$ cat src/rtl/ale_stream_pkg.sv
// rtl/ale_stream_pkg.sv - shared defaults, counter width and reciprocal helper for ale_stream
package ale_stream_pkg;

  localparam int ALE_DATA_W     = 8;
  localparam int ALE_NUM_CH     = 3;
  localparam int ALE_WIN_PIX    = 9;
  localparam int ALE_IMG_W      = 512;
  localparam int ALE_IMG_H      = 512;
  localparam int ALE_RECIP_W    = 10;
  localparam int ALE_RECIP_FRAC = 14;
  localparam int ALE_TIE_LAST   = 0;

  // A 1x1 image still needs a one-bit counter.
  function automatic int ale_cnt_w(input int img_w, input int img_h);
    int n;
    n = img_w * img_h;
    return (n < 2) ? 1 : $clog2(n);
  endfunction

  // round-half-up of 2^frac / x, saturated to the output width; x = 0 saturates.
  function automatic longint unsigned ale_recip(input longint unsigned x,
                                                input int recip_w,
                                                input int recip_frac);
    longint unsigned num;
    longint unsigned q;
    longint unsigned maxv;
    maxv = (64'd1 << recip_w) - 64'd1;
    if (x == 64'd0) return maxv;
    num = 64'd1 << recip_frac;
    q = ((num << 1) + x) / (x << 1);
    return (q > maxv) ? maxv : q;
  endfunction

endpackage

$ cat src/rtl/ale_recip_lut.sv
// rtl/ale_recip_lut.sv - combinational reciprocal ROM, one entry per channel code
module ale_recip_lut
  import ale_stream_pkg::*;
#(
  parameter int DATA_W     = ALE_DATA_W,
  parameter int RECIP_W    = ALE_RECIP_W,
  parameter int RECIP_FRAC = ALE_RECIP_FRAC
) (
  input  logic [DATA_W-1:0]  addr_i,
  output logic [RECIP_W-1:0] data_o
);

  logic [RECIP_W-1:0] rom [2**DATA_W];

  for (genvar i = 0; i < 2**DATA_W; i++) begin : g_rom
    assign rom[i] = RECIP_W'(ale_recip(64'(i), RECIP_W, RECIP_FRAC));
  end

  assign data_o = rom[addr_i];

endmodule

$ cat src/rtl/ale_stream.sv
// rtl/ale_stream.sv - per-frame atmospheric light estimator over a window stream
module ale_stream
  import ale_stream_pkg::*;
#(
  parameter int DATA_W     = ALE_DATA_W,
  parameter int NUM_CH     = ALE_NUM_CH,
  parameter int WIN_PIX    = ALE_WIN_PIX,
  parameter int IMG_W      = ALE_IMG_W,
  parameter int IMG_H      = ALE_IMG_H,
  parameter int RECIP_W    = ALE_RECIP_W,
  parameter int RECIP_FRAC = ALE_RECIP_FRAC,
  parameter int TIE_LAST   = ALE_TIE_LAST
) (
  input  logic                               clk,
  input  logic                               rst,
  input  logic                               in_valid,
  input  logic                               in_sof,
  input  logic [WIN_PIX*NUM_CH*DATA_W-1:0]   in_window,
  output logic [NUM_CH*DATA_W-1:0]           a_light,
  output logic [NUM_CH*RECIP_W-1:0]          a_inv,
  output logic                               a_valid,
  output logic [15:0]                        frame_cnt
);

  localparam int PIX_W = NUM_CH * DATA_W;
  localparam int CNT_W = ale_cnt_w(IMG_W, IMG_H);
  localparam logic [CNT_W-1:0] LAST_IDX = CNT_W'(IMG_W * IMG_H - 1);
  localparam logic [RECIP_W-1:0] INV_RST =
    RECIP_W'(ale_recip(64'(2**DATA_W - 1), RECIP_W, RECIP_FRAC));

  logic [CNT_W-1:0]        cnt_q, cnt_d, idx;
  logic                    is_last;
  logic [PIX_W-1:0]        win_min;

  logic                    s1_valid_q, s1_first_q, s1_last_q;
  logic [PIX_W-1:0]        s1_min_q;
  logic [DATA_W-1:0]       dark_d;

  logic                    s2_valid_q, s2_first_q, s2_last_q;
  logic [PIX_W-1:0]        s2_min_q;
  logic [DATA_W-1:0]       s2_dark_q;

  logic [DATA_W-1:0]       run_dark_q;
  logic [PIX_W-1:0]        run_min_q;
  logic                    run_load;
  logic                    done_q;

  logic [NUM_CH*RECIP_W-1:0] inv_d;
  logic [PIX_W-1:0]          a_light_q;
  logic [NUM_CH*RECIP_W-1:0] a_inv_q;
  logic                      a_valid_q;
  logic [15:0]               frame_cnt_q;

  // An sof beat is index 0 wherever the counter was; the partial frame never reaches LAST_IDX.
  always_comb begin
    idx     = in_sof ? '0 : cnt_q;
    is_last = (idx == LAST_IDX);
    cnt_d   = cnt_q;
    if (in_valid) cnt_d = is_last ? '0 : idx + CNT_W'(1);
  end

  for (genvar c = 0; c < NUM_CH; c++) begin : g_ch
    logic [DATA_W-1:0] m;
    always_comb begin
      m = in_window[((WIN_PIX-1)*NUM_CH + (NUM_CH-1-c))*DATA_W +: DATA_W];
      for (int p = 1; p < WIN_PIX; p++) begin
        if (in_window[((WIN_PIX-1-p)*NUM_CH + (NUM_CH-1-c))*DATA_W +: DATA_W] < m)
          m = in_window[((WIN_PIX-1-p)*NUM_CH + (NUM_CH-1-c))*DATA_W +: DATA_W];
      end
    end
    assign win_min[(NUM_CH-1-c)*DATA_W +: DATA_W] = m;
  end

  always_comb begin
    dark_d = s1_min_q[PIX_W-1 -: DATA_W];
    for (int c = 1; c < NUM_CH; c++) begin
      if (s1_min_q[(NUM_CH-1-c)*DATA_W +: DATA_W] < dark_d)
        dark_d = s1_min_q[(NUM_CH-1-c)*DATA_W +: DATA_W];
    end
  end

  always_comb begin
    run_load = 1'b0;
    if (s2_valid_q) begin
      if (s2_first_q)         run_load = 1'b1;
      else if (TIE_LAST != 0) run_load = (s2_dark_q >= run_dark_q);
      else                    run_load = (s2_dark_q > run_dark_q);
    end
  end

  for (genvar c = 0; c < NUM_CH; c++) begin : g_lut
    ale_recip_lut #(
      .DATA_W     (DATA_W),
      .RECIP_W    (RECIP_W),
      .RECIP_FRAC (RECIP_FRAC)
    ) u_lut (
      .addr_i (run_min_q[(NUM_CH-1-c)*DATA_W +: DATA_W]),
      .data_o (inv_d[(NUM_CH-1-c)*RECIP_W +: RECIP_W])
    );
  end

  always_ff @(posedge clk) begin
    if (rst) begin
      cnt_q       <= '0;
      s1_valid_q  <= 1'b0;
      s2_valid_q  <= 1'b0;
      done_q      <= 1'b0;
      run_dark_q  <= '0;
      run_min_q   <= '1;
      a_light_q   <= '1;
      a_inv_q     <= {NUM_CH{INV_RST}};
      a_valid_q   <= 1'b0;
      frame_cnt_q <= '0;
    end else begin
      cnt_q      <= cnt_d;
      s1_valid_q <= in_valid;
      s2_valid_q <= s1_valid_q;
      if (run_load) begin
        run_dark_q <= s2_dark_q;
        run_min_q  <= s2_min_q;
      end
      // done_q lags the run update by one edge so the output reads the final run_min.
      done_q    <= s2_valid_q & s2_last_q;
      a_valid_q <= done_q;
      if (done_q) begin
        a_light_q   <= run_min_q;
        a_inv_q     <= inv_d;
        frame_cnt_q <= frame_cnt_q + 16'd1;
      end
    end
  end

  always_ff @(posedge clk) begin
    s1_first_q <= (idx == '0);
    s1_last_q  <= is_last;
    s1_min_q   <= win_min;
    s2_first_q <= s1_first_q;
    s2_last_q  <= s1_last_q;
    s2_min_q   <= s1_min_q;
    s2_dark_q  <= dark_d;
  end

  assign a_light   = a_light_q;
  assign a_inv     = a_inv_q;
  assign a_valid   = a_valid_q;
  assign frame_cnt = frame_cnt_q;

endmodule

$ cat config.mk
export PLATFORM = sky130hd
export DESIGN_NAME = ale_stream
export DESIGN_NICKNAME = d
export VERILOG_FILES = /design/src/rtl/ale_stream_pkg.sv /design/src/rtl/ale_recip_lut.sv /design/src/rtl/ale_stream.sv
export SDC_FILE = /design/constraint.sdc
export NUM_CORES = 1
export LEC_CHECK = 0
export CAP_MARGIN = 20
export CORE_AREA = 8 8 190 192
export DETAILED_ROUTE_END_ITERATION = 6
export DIE_AREA = 0 0 198 200
export PLACE_DENSITY = 0.87
export SLEW_MARGIN = 15
export SYNTH_ARGS = -nofsm -noshare
export SYNTH_HDL_FRONTEND = slang
export SYNTH_SLANG_ARGS = --single-unit
$ cat constraint.sdc
create_clock -name clk -period 55.2 [get_ports clk]
set_input_delay 11.04 -clock clk [delete_from_list [all_inputs] [get_ports clk]]
set_output_delay 11.04 -clock clk [all_outputs]
set_load 0.01 [all_outputs]
==> results of run 1 <==
final cells by class:
type / count / area [um^2]
diodes: 4 / 10.01
repair buffers: 313 / 3073
multi-input cells: 2159 / 14630
inverters: 241 / 904.6
clock inverters: 15 / 165.2
well taps: 448 / 560.5
fillers: 2676 / 9661
clock buffers: 17 / 425.4
flip-flops and latches: 184 / 3687
per-stage QoR:
stage                     utilization  instances  power [mW]
after detailed placement       0.6897       3343      0.5858
final                          0.7083       3381      0.7156
after CTS                      0.7075       3375      0.7102
after floorplan                     -       2746      0.4840
after global routing           0.7083       3381      0.7698
after global placement         0.6897       3343      0.5642
Yosys cell counts (12+ instances only):
| cell | number |
|---|---|
| sky130_fd_sc_hd__o21ai_0 | 224 |
| sky130_fd_sc_hd__a21oi_1 | 217 |
| sky130_fd_sc_hd__maj3_1 | 16 |
| sky130_fd_sc_hd__a32oi_1 | 12 |
| sky130_fd_sc_hd__nand2_1 | 236 |
| sky130_fd_sc_hd__buf_1 | 22 |
| sky130_fd_sc_hd__o21a_1 | 22 |
| sky130_fd_sc_hd__nor2_1 | 299 |
| sky130_fd_sc_hd__o211ai_1 | 30 |
| sky130_fd_sc_hd__a22oi_1 | 12 |
| sky130_fd_sc_hd__a21o_1 | 55 |
| sky130_fd_sc_hd__clkbuf_1 | 131 |
| sky130_fd_sc_hd__xnor2_1 | 12 |
| sky130_fd_sc_hd__a211o_1 | 66 |
| sky130_fd_sc_hd__a311oi_1 | 16 |
| sky130_fd_sc_hd__o22ai_1 | 24 |
| sky130_fd_sc_hd__and2_1 | 15 |
| sky130_fd_sc_hd__mux2_2 | 26 |
| sky130_fd_sc_hd__ha_1 | 211 |
| sky130_fd_sc_hd__and3_1 | 23 |
| sky130_fd_sc_hd__nand3_1 | 66 |
| sky130_fd_sc_hd__dfxtp_1 | 184 |
| sky130_fd_sc_hd__nor3_1 | 39 |
| sky130_fd_sc_hd__nand2b_1 | 40 |
| sky130_fd_sc_hd__a31oi_1 | 25 |
| sky130_fd_sc_hd__inv_1 | 233 |
| sky130_fd_sc_hd__nor2b_1 | 45 |
| sky130_fd_sc_hd__mux2i_1 | 138 |
| sky130_fd_sc_hd__o311ai_0 | 12 |
| sky130_fd_sc_hd__a221oi_1 | 17 |
| sky130_fd_sc_hd__a211oi_1 | 60 |
cells in the final DEF, fill, tap and decap left out, types with 25 or more instances in the layout:
master	Yosys	layout
sky130_fd_sc_hd__nand2b_1	40	40
sky130_fd_sc_hd__a21o_1	55	55
sky130_fd_sc_hd__a31oi_1	25	25
sky130_fd_sc_hd__a211oi_1	60	60
sky130_fd_sc_hd__a21oi_1	217	217
sky130_fd_sc_hd__nor2b_1	45	45
sky130_fd_sc_hd__o211ai_1	30	30
sky130_fd_sc_hd__inv_1	233	233
sky130_fd_sc_hd__clkdlybuf4s50_1	0	289
sky130_fd_sc_hd__nor3_1	39	39
sky130_fd_sc_hd__a211o_1	66	66
sky130_fd_sc_hd__nand3_1	66	66
sky130_fd_sc_hd__dfxtp_1	184	181
sky130_fd_sc_hd__o21ai_0	224	223
sky130_fd_sc_hd__nand2_1	236	236
sky130_fd_sc_hd__mux2i_1	138	138
sky130_fd_sc_hd__mux2_2	26	26
sky130_fd_sc_hd__nor2_1	299	299
sky130_fd_sc_hd__ha_1	211	211
flip-flops by register name (all words and copies together) (netlist names), 8 cells and up:
| register | cells |
|---|---|
| s1_min_q | 24 |
| run_dark_q | 8 |
| s2_min_q | 24 |
| run_min_q | 24 |
| frame_cnt | 16 |
| cnt_q | 18 |
| s2_dark_q | 8 |
| a_inv | 30 |
| a_light | 24 |
cells by family after synthesis:
logic type,Yosys count,synth area share
adder cells (fa/ha/maj),227,0.1411
XOR/XNOR,22,0.009712
AND/OR/NAND/NOR,839,0.1950
multiplexers,167,0.08741
buffers and inverters,403,0.07801
flip-flops,184,0.1857
AO/OA/AOI/OAI,904,0.3030
worst min path at each step:
stage                             startpoint                  to  slack (ns)  depth (start not counted)
after detailed placement   s1_last_q$_DFF_P_   s2_last_q$_DFF_P_        0.31                          0
after global routing       s1_last_q$_DFF_P_   s2_last_q$_DFF_P_        0.35                          0
final                      s1_last_q$_DFF_P_   s2_last_q$_DFF_P_        0.33                          0
after CTS                  s1_last_q$_DFF_P_   s2_last_q$_DFF_P_        0.33                          0
after global placement     s1_last_q$_DFF_P_   s2_last_q$_DFF_P_        0.31                          0
after floorplan           s1_first_q$_DFF_P_  s2_first_q$_DFF_P_        0.31                          0
power by group:
| group | leakage (nW) | internal (mW) | total, mW | switching [mW] |
|---|---|---|---|---|
| combinational | 8.58 | 0.180 | 0.416 | 0.236 |
| sequential | 1.51 | 0.158 | 0.178 | 0.0198 |
| clock | 0.293 | 0.0612 | 0.121 | 0.0601 |
per-layer routing:
layer / global-route usage / up-vias
met2: 0.5267 / 1157
met4: 0.1051 / 16
li1: - / 10280
met1: 0.3995 / 9999
met3: 0.07578 / 157
met5: 0 / -
==> results.txt, run 1 <==
----------------------------------------------------
[Setup path]
  Crit start category ... input pin
  Number of cell instances on the worst register-to-register path ... 21
  Crit end category ... flop
  Required @ worst endpoint ... 55.54 ns
  Reg2Reg Launch Point ... s1_min_q[17]$_DFF_P_
  Slowest cell on the critical path ... sky130_fd_sc_hd__a221oi_1
  Worst setup path startpoint ... in_window[197]
  Cell family with the largest share of critical-path delay ... compound AO/OA/AOI/OAI gates
  Critical Path Sink ... s1_min_q[0]$_DFF_P_
  Crit Reg-Reg Endpoint ... s2_dark_q[6]$_DFF_P_
  Setup slack on the worst flop-to-flop path ... between 50 and 60 ns
  Worst Path Buf+Inv ... 8
  Delay of the slowest cell on the worst path ... 0.85 ns
  Type of the worst setup path ... input pin to flop
  CP max FO ... 16
  CP Depth ... 73
  Arrival time worst endpoint ... approximately 28 ns
  Worst path most repeated cell ... sky130_fd_sc_hd__a21o_1

[Power]
  Worst IR Drop VDD ... 0.02281 mV
  Cell leakage power ... 10.38 nW
  PwrDens ... slightly above 30 mW/mm^2

[Drt]
  Total length of routed met3 wires ... around 6400 um
  Total detailed-routing wirelength ... around 66,000 um
  Remaining antenna violation count ... 0
  Routed len/inst ... roughly 19 um
  Via count ... between 20,000 and 25,000
  Violation count after the first detailed-routing iteration ... around 2,300
  Average vias per placed instance ... between 6 and 7
  # DRC ... 2
  Top layer in use ... met5
  Iteration count of the initial detailed-routing pass ... 7
  DR WL met2 ... ~30,000 um
  Routed met1 length ... about 27,000 um

[Synthesis]
  Sequential cell area fraction in the yosys report ... 0.1857
  Number of flops mapped to enable cells by yosys ... 0
  Summed instance area of the synthesized netlist ... just under 0.02 mm^2
  Syn Inst Count ... 2,746
  Synthesized area per cell ... ~7.2 um^2
  Leading post-synthesis cells by cell area ... sky130_fd_sc_hd__dfxtp_1 (19%), sky130_fd_sc_hd__ha_1 (13%), sky130_fd_sc_hd__mux2i_1 (7.0%), sky130_fd_sc_hd__nor2_1 (5.7%), sky130_fd_sc_hd__o21ai_0 (5.7%)
  Warning count from the yosys run ... 0
  Post-synth cell types ... 95
  Post-Synthesis Net Count ... roughly 3,200
  Yosys top cell area share ... 0.1857
  Largest area contributor in the synthesized netlist ... sky130_fd_sc_hd__dfxtp_1
  Flip-flop cell with the highest count after synthesis ... sky130_fd_sc_hd__dfxtp_1
  Register bit count reported by yosys ... 184
  Share of synthesized flip-flops with an asynchronous set or reset ... 0

[Clocking]
  Post-CTS Hold Buffers ... 0
  Clock Sinks ... roughly 180
  Buffers from clock root to sink, at most ... 2
  Root buffer cell ... sky130_fd_sc_hd__clkbuf_16
  CTS clk-pin slew, worst paths ... 0.08 ns
  TritonCTS clock tree ... built
  Clock insertion delay at the later pin of the skew report ... 0.44 ns
  CTS-repair resized insts ... 0
  Buffer count from post-CTS setup fixing ... 0
  CTS H-tree lvls ... 4
  CTS Buf Count ... 17

[Timing]
  Number of setup violations in the final report ... 0
  Period minus WS final ... 27.41 ns
  Final critical-path setup slack ... between 20 and 30 ns
  Worst hold slack across all endpoints ... about 0.33 ns
  Final cycle utilization of the critical path ... 0.4966
  Setup repair after global routing missed its margin ... false
  Final setup TNS ... 0 ns
  Highest attainable clock frequency ... between 30 and 40 MHz
  Final Max Slew Viols ... 0
  Worst setup skew after layout ... approximately 0.023 ns
  Number of hold-slack violations in the final timing report ... 0
  Transition time of the tightest slew-check pin ... around 1.1 ns
  Relative slew margins ... 0.2664

[Cells and area]
  Growth of design area from synthesis to finish ... 18.21%
  Final non-filler cell area ... ~0.023 mm^2
  Share of layout cells above drive strength 1 ... 0.04029
  Fin nets ... ~3,300

[Floorplanning]
  Die W ... between 150 and 200 um
  Starting utilization of the core area ... 0.5991
  Die footprint ... between 0.03 and 0.04 mm^2
  Vertical die dimension ... about 200 um
  Total I/O pin count ... a little under 300
  Placement row count ... 67
  Total core area ... about 0.033 mm^2

[GRT]
  First-pass GRT wire length ... 104,000 um
  Maximum number of pins on one net before global-route repair ... 90
  Antenna violations before repair ... 13
  GRT overflow ... 0
  Aggregate global-route resource usage ... 0.3168
  Vias in the first global route ... 20,600

[Outcome]
  Result of the run ... complete, but fails checks
  Violated checks ... DRC

[Placement]
  IO buf count ... 290
  Dpl cell area ... ~0.023 mm^2
  Post-Place Worst Slack ... between 20 and 30 ns
  Routability congestion estimate from global placement ... ~0.96
  Placed wire-length estimate after detailed placement ... ~51,000 um

[Hold path]
  Min-Delay Path Class ... flop to flop

[Run]
  Total of max-cap violations ... 0

----------------------------------------------------
No activity file was read; power rests on OpenSTA's default activity.
==> inputs of run 2 (changes only) <==
Settings changed: CORE_AREA 8 8 190 192 to 8 8 196 198, DIE_AREA 0 0 198 200 to 0 0 204 206, PLACE_DENSITY 0.87 to 0.83.
Clock period 55.2 ns to 25.4 ns, I/O delays scaled along.
==> results.txt, run 2 (synthesis results as in run 1) <==
----------------------------------------------------
[Hold path]
  Min-Delay Path Class ... flop to flop
  Worst hold stages ... 0 (unchanged)
  Startpoint of the worst hold path ... s1_last_q$_DFF_P_
  WHS Endpoint ... s2_last_q$_DFF_P_

[Setup path]
  Worst setup path startpoint ... in_window[193]
  Delay of the slowest cell on the worst path ... 0.71 ns (-0.14 ns)
  Type of the worst setup path ... input pin to flop
  Worst Path Buf+Inv ... 7 (-1)
  Reg2Reg Launch Point ... s1_min_q[17]$_DFF_P_
  Crit end category ... flop
  Crit start category ... input pin
  Slowest cell on the critical path ... sky130_fd_sc_hd__a221oi_1
  Worst path most repeated cell ... sky130_fd_sc_hd__a21o_1
  Arrival time worst endpoint ... 21.45 ns (-6.30 ns)
  Required @ worst endpoint ... 25.72 ns (-29.82 ns)
  Crit Reg-Reg Endpoint ... s2_dark_q[4]$_DFF_P_
  Number of cell instances on the worst register-to-register path ... 21 (unchanged)
  Setup slack on the worst flop-to-flop path ... 20.67 ns (-29.48 ns)
  Cell family with the largest share of critical-path delay ... compound AO/OA/AOI/OAI gates
  CP max FO ... 16 (unchanged)

[Placement]
  IO buf count ... 290 (unchanged)
  Routability congestion estimate from global placement ... 0.9768 (+2.0%)
  Placed wire-length estimate after detailed placement ... 49,780 um (-1.9%)

[Cells and area]
  Most used cells in the layout excluding fill and tap cells ... sky130_fd_sc_hd__nor2_1 (299), sky130_fd_sc_hd__clkdlybuf4s50_1 (289), sky130_fd_sc_hd__nand2_1 (236)
  Number of flip-flops in the largest register ... 30 (unchanged)
  Growth of design area from synthesis to finish ... 18.42%
  Final core occ ... 0.6670 (-0.04131)
  Leading cell type in the layout, fill and taps excluded ... sky130_fd_sc_hd__nor2_1
  Fin nets ... 3,352 (+0.15%)
  Share of layout cells above drive strength 1 ... 0.04160 (+0.001309)

[Clocking]
  Clock insertion delay at the later pin of the skew report ... 0.45 ns (about the same)
  CTS-repair resized insts ... 0 (unchanged)
  CTS Buf Count ... 17 (unchanged)
  CTS clk-pin slew, worst paths ... 0.07 ns (about the same)
  Root buffer cell ... sky130_fd_sc_hd__clkbuf_16
  TritonCTS clock tree ... built
  CTS H-tree lvls ... 4 (unchanged)
  Clock Sinks ... 184 (unchanged)
  Buffers from clock root to sink, at most ... 2 (unchanged)
  Post-CTS Hold Buffers ... 0 (unchanged)
  Buffer count from post-CTS setup fixing ... 0 (unchanged)

[Floorplanning]
  Die footprint ... 0.04202 mm^2 (+6.1%)
  Placement row count ... 69 (+3.0%)
  Total I/O pin count ... 291 (unchanged)
  Die W ... 204 um (+3.0%)
  Vertical die dimension ... 206 um (+3.0%)
  Starting utilization of the core area ... 0.5632 (-0.03590)
  Total core area ... 0.03522 mm^2 (+6.4%)

[Timing]
  Number of setup violations in the final report ... 0 (unchanged)
  Transition time of the tightest slew-check pin ... 1.062 ns (-0.03712 ns)
  Highest attainable clock frequency ... around 47 MHz
  Worst setup skew after layout ... 0.01642 ns (-0.006267 ns)
  Final cycle utilization of the critical path ... 0.8317
  Setup repair after global routing missed its margin ... false
  Final Max Slew Viols ... 0 (unchanged)
  Number of hold-slack violations in the final timing report ... 0 (unchanged)
  Period minus WS final ... around 21 ns
  Final setup TNS ... 0 ns (unchanged)
  Relative slew margins ... 0.2910 (+0.02461)

[GRT]
  Vias in the first global route ... 20,240 (-1.7%)
  First-pass GRT wire length ... 102,900 um (-1.1%)
  Antenna violations before repair ... 7 (-6)
  Maximum number of pins on one net before global-route repair ... 90 (unchanged)
  Aggregate global-route resource usage ... 0.2912 (-0.02555)
  GRT overflow ... 0 (unchanged)

[Outcome]
  Result of the run ... finished clean

[Drt]
  Via count ... 21,260 (-1.6%)
  Routed len/inst ... 18.97 um (-2.2%)
  Total detailed-routing wirelength ... 64,410 um (-1.8%)
  Average vias per placed instance ... 6.262 (-2.0%)
  Iteration count of the initial detailed-routing pass ... 6 (-1)
  # DRC ... 0 (-2)
  Violation count after the first detailed-routing iteration ... 2,126 (-5.7%)
  Remaining antenna violation count ... 0 (unchanged)

[Power]
  PwrDens ... 65.10 mW/mm^2 (+110%)
  Worst IR Drop VDD ... 0.05111 mV (+120%)
  Cell leakage power ... 10.38 nW (about the same)

[Run]
  Total of max-cap violations ... 0 (unchanged)

----------------------------------------------------
==> run 2: changes by cell type in the layout (fill, tap and decap cells not counted) <==
cell / previous run / this run
sky130_fd_sc_hd__inv_8: 6 / 4
sky130_fd_sc_hd__inv_6: 4 / 3
sky130_fd_sc_hd__clkinv_8: 3 / 4
sky130_fd_sc_hd__clkinv_2: 1 / 0
sky130_fd_sc_hd__buf_4: 24 / 28
sky130_fd_sc_hd__clkbuf_4: 0 / 1
sky130_fd_sc_hd__clkinvlp_4: 0 / 3
sky130_fd_sc_hd__clkinv_4: 1 / 0
sky130_fd_sc_hd__diode_2: 4 / 1
==> run 2: report_power, final <==
| group | switching [mW] | internal [mW] | leakage [nW] | total (mW) |
|---|---|---|---|---|
| sequential | 0.0343 | 0.344 | 1.51 | 0.378 |
| combinational | 0.502 | 0.390 | 8.60 | 0.892 |
| clock | 0.127 | 0.131 | 0.275 | 0.259 |
==> run 2: layout make-up <==
type,count,area (um^2)
well taps,461,576.8
clock inverters,14,158.9
clock buffers,17,425.4
diodes,1,2.502
inverters,241,904.6
repair buffers,318,3110
flip-flops and latches,184,3687
fillers,3073,11730
multi-input cells,2159,14630
==> run 2: layer usage <==
layer | track usage | vias up | part of all wire
li1 | - | 10300 | -
met1 | 0.3694 | 9792 | 0.43
met2 | 0.4851 | 1043 | 0.46
met3 | 0.07806 | 109 | 0.096
met4 | 0.07277 | 12 | 0.018
met5 | 0 | - | 0.0011
==> run 2: through the flow <==
step | power, mW | setup WS, ns | cells | hold slack, ns | cell area, um^2
after floorplan | 1.052 | 6.468 | 2746 | 0.3096 | 19840
after global placement | 1.227 | 4.841 | 3362 | 0.3115 | 22900
after detailed placement | 1.260 | 4.081 | 3362 | 0.3121 | 22900
after CTS | 1.525 | 4.512 | 3393 | 0.3291 | 23480
after global routing | 1.656 | 2.869 | 3395 | 0.3411 | 23490
final | 1.529 | 4.274 | 3395 | 0.3257 | 23490
==> run 2: worst max-delay path by stage <==
stage / cells after the start / slack, ns / to
2_1_floorplan: 74 / 6.47 / s1_min_q[0]$_DFF_P_
3_3_place_gp: 72 / 4.84 / s1_min_q[0]$_DFF_P_
3_5_place_dp: 72 / 4.08 / s1_min_q[0]$_DFF_P_
4_1_cts: 72 / 4.51 / s1_min_q[0]$_DFF_P_
5_1_grt: 71 / 2.87 / s1_min_q[0]$_DFF_P_
6_report: 71 / 4.27 / s1_min_q[0]$_DFF_P_
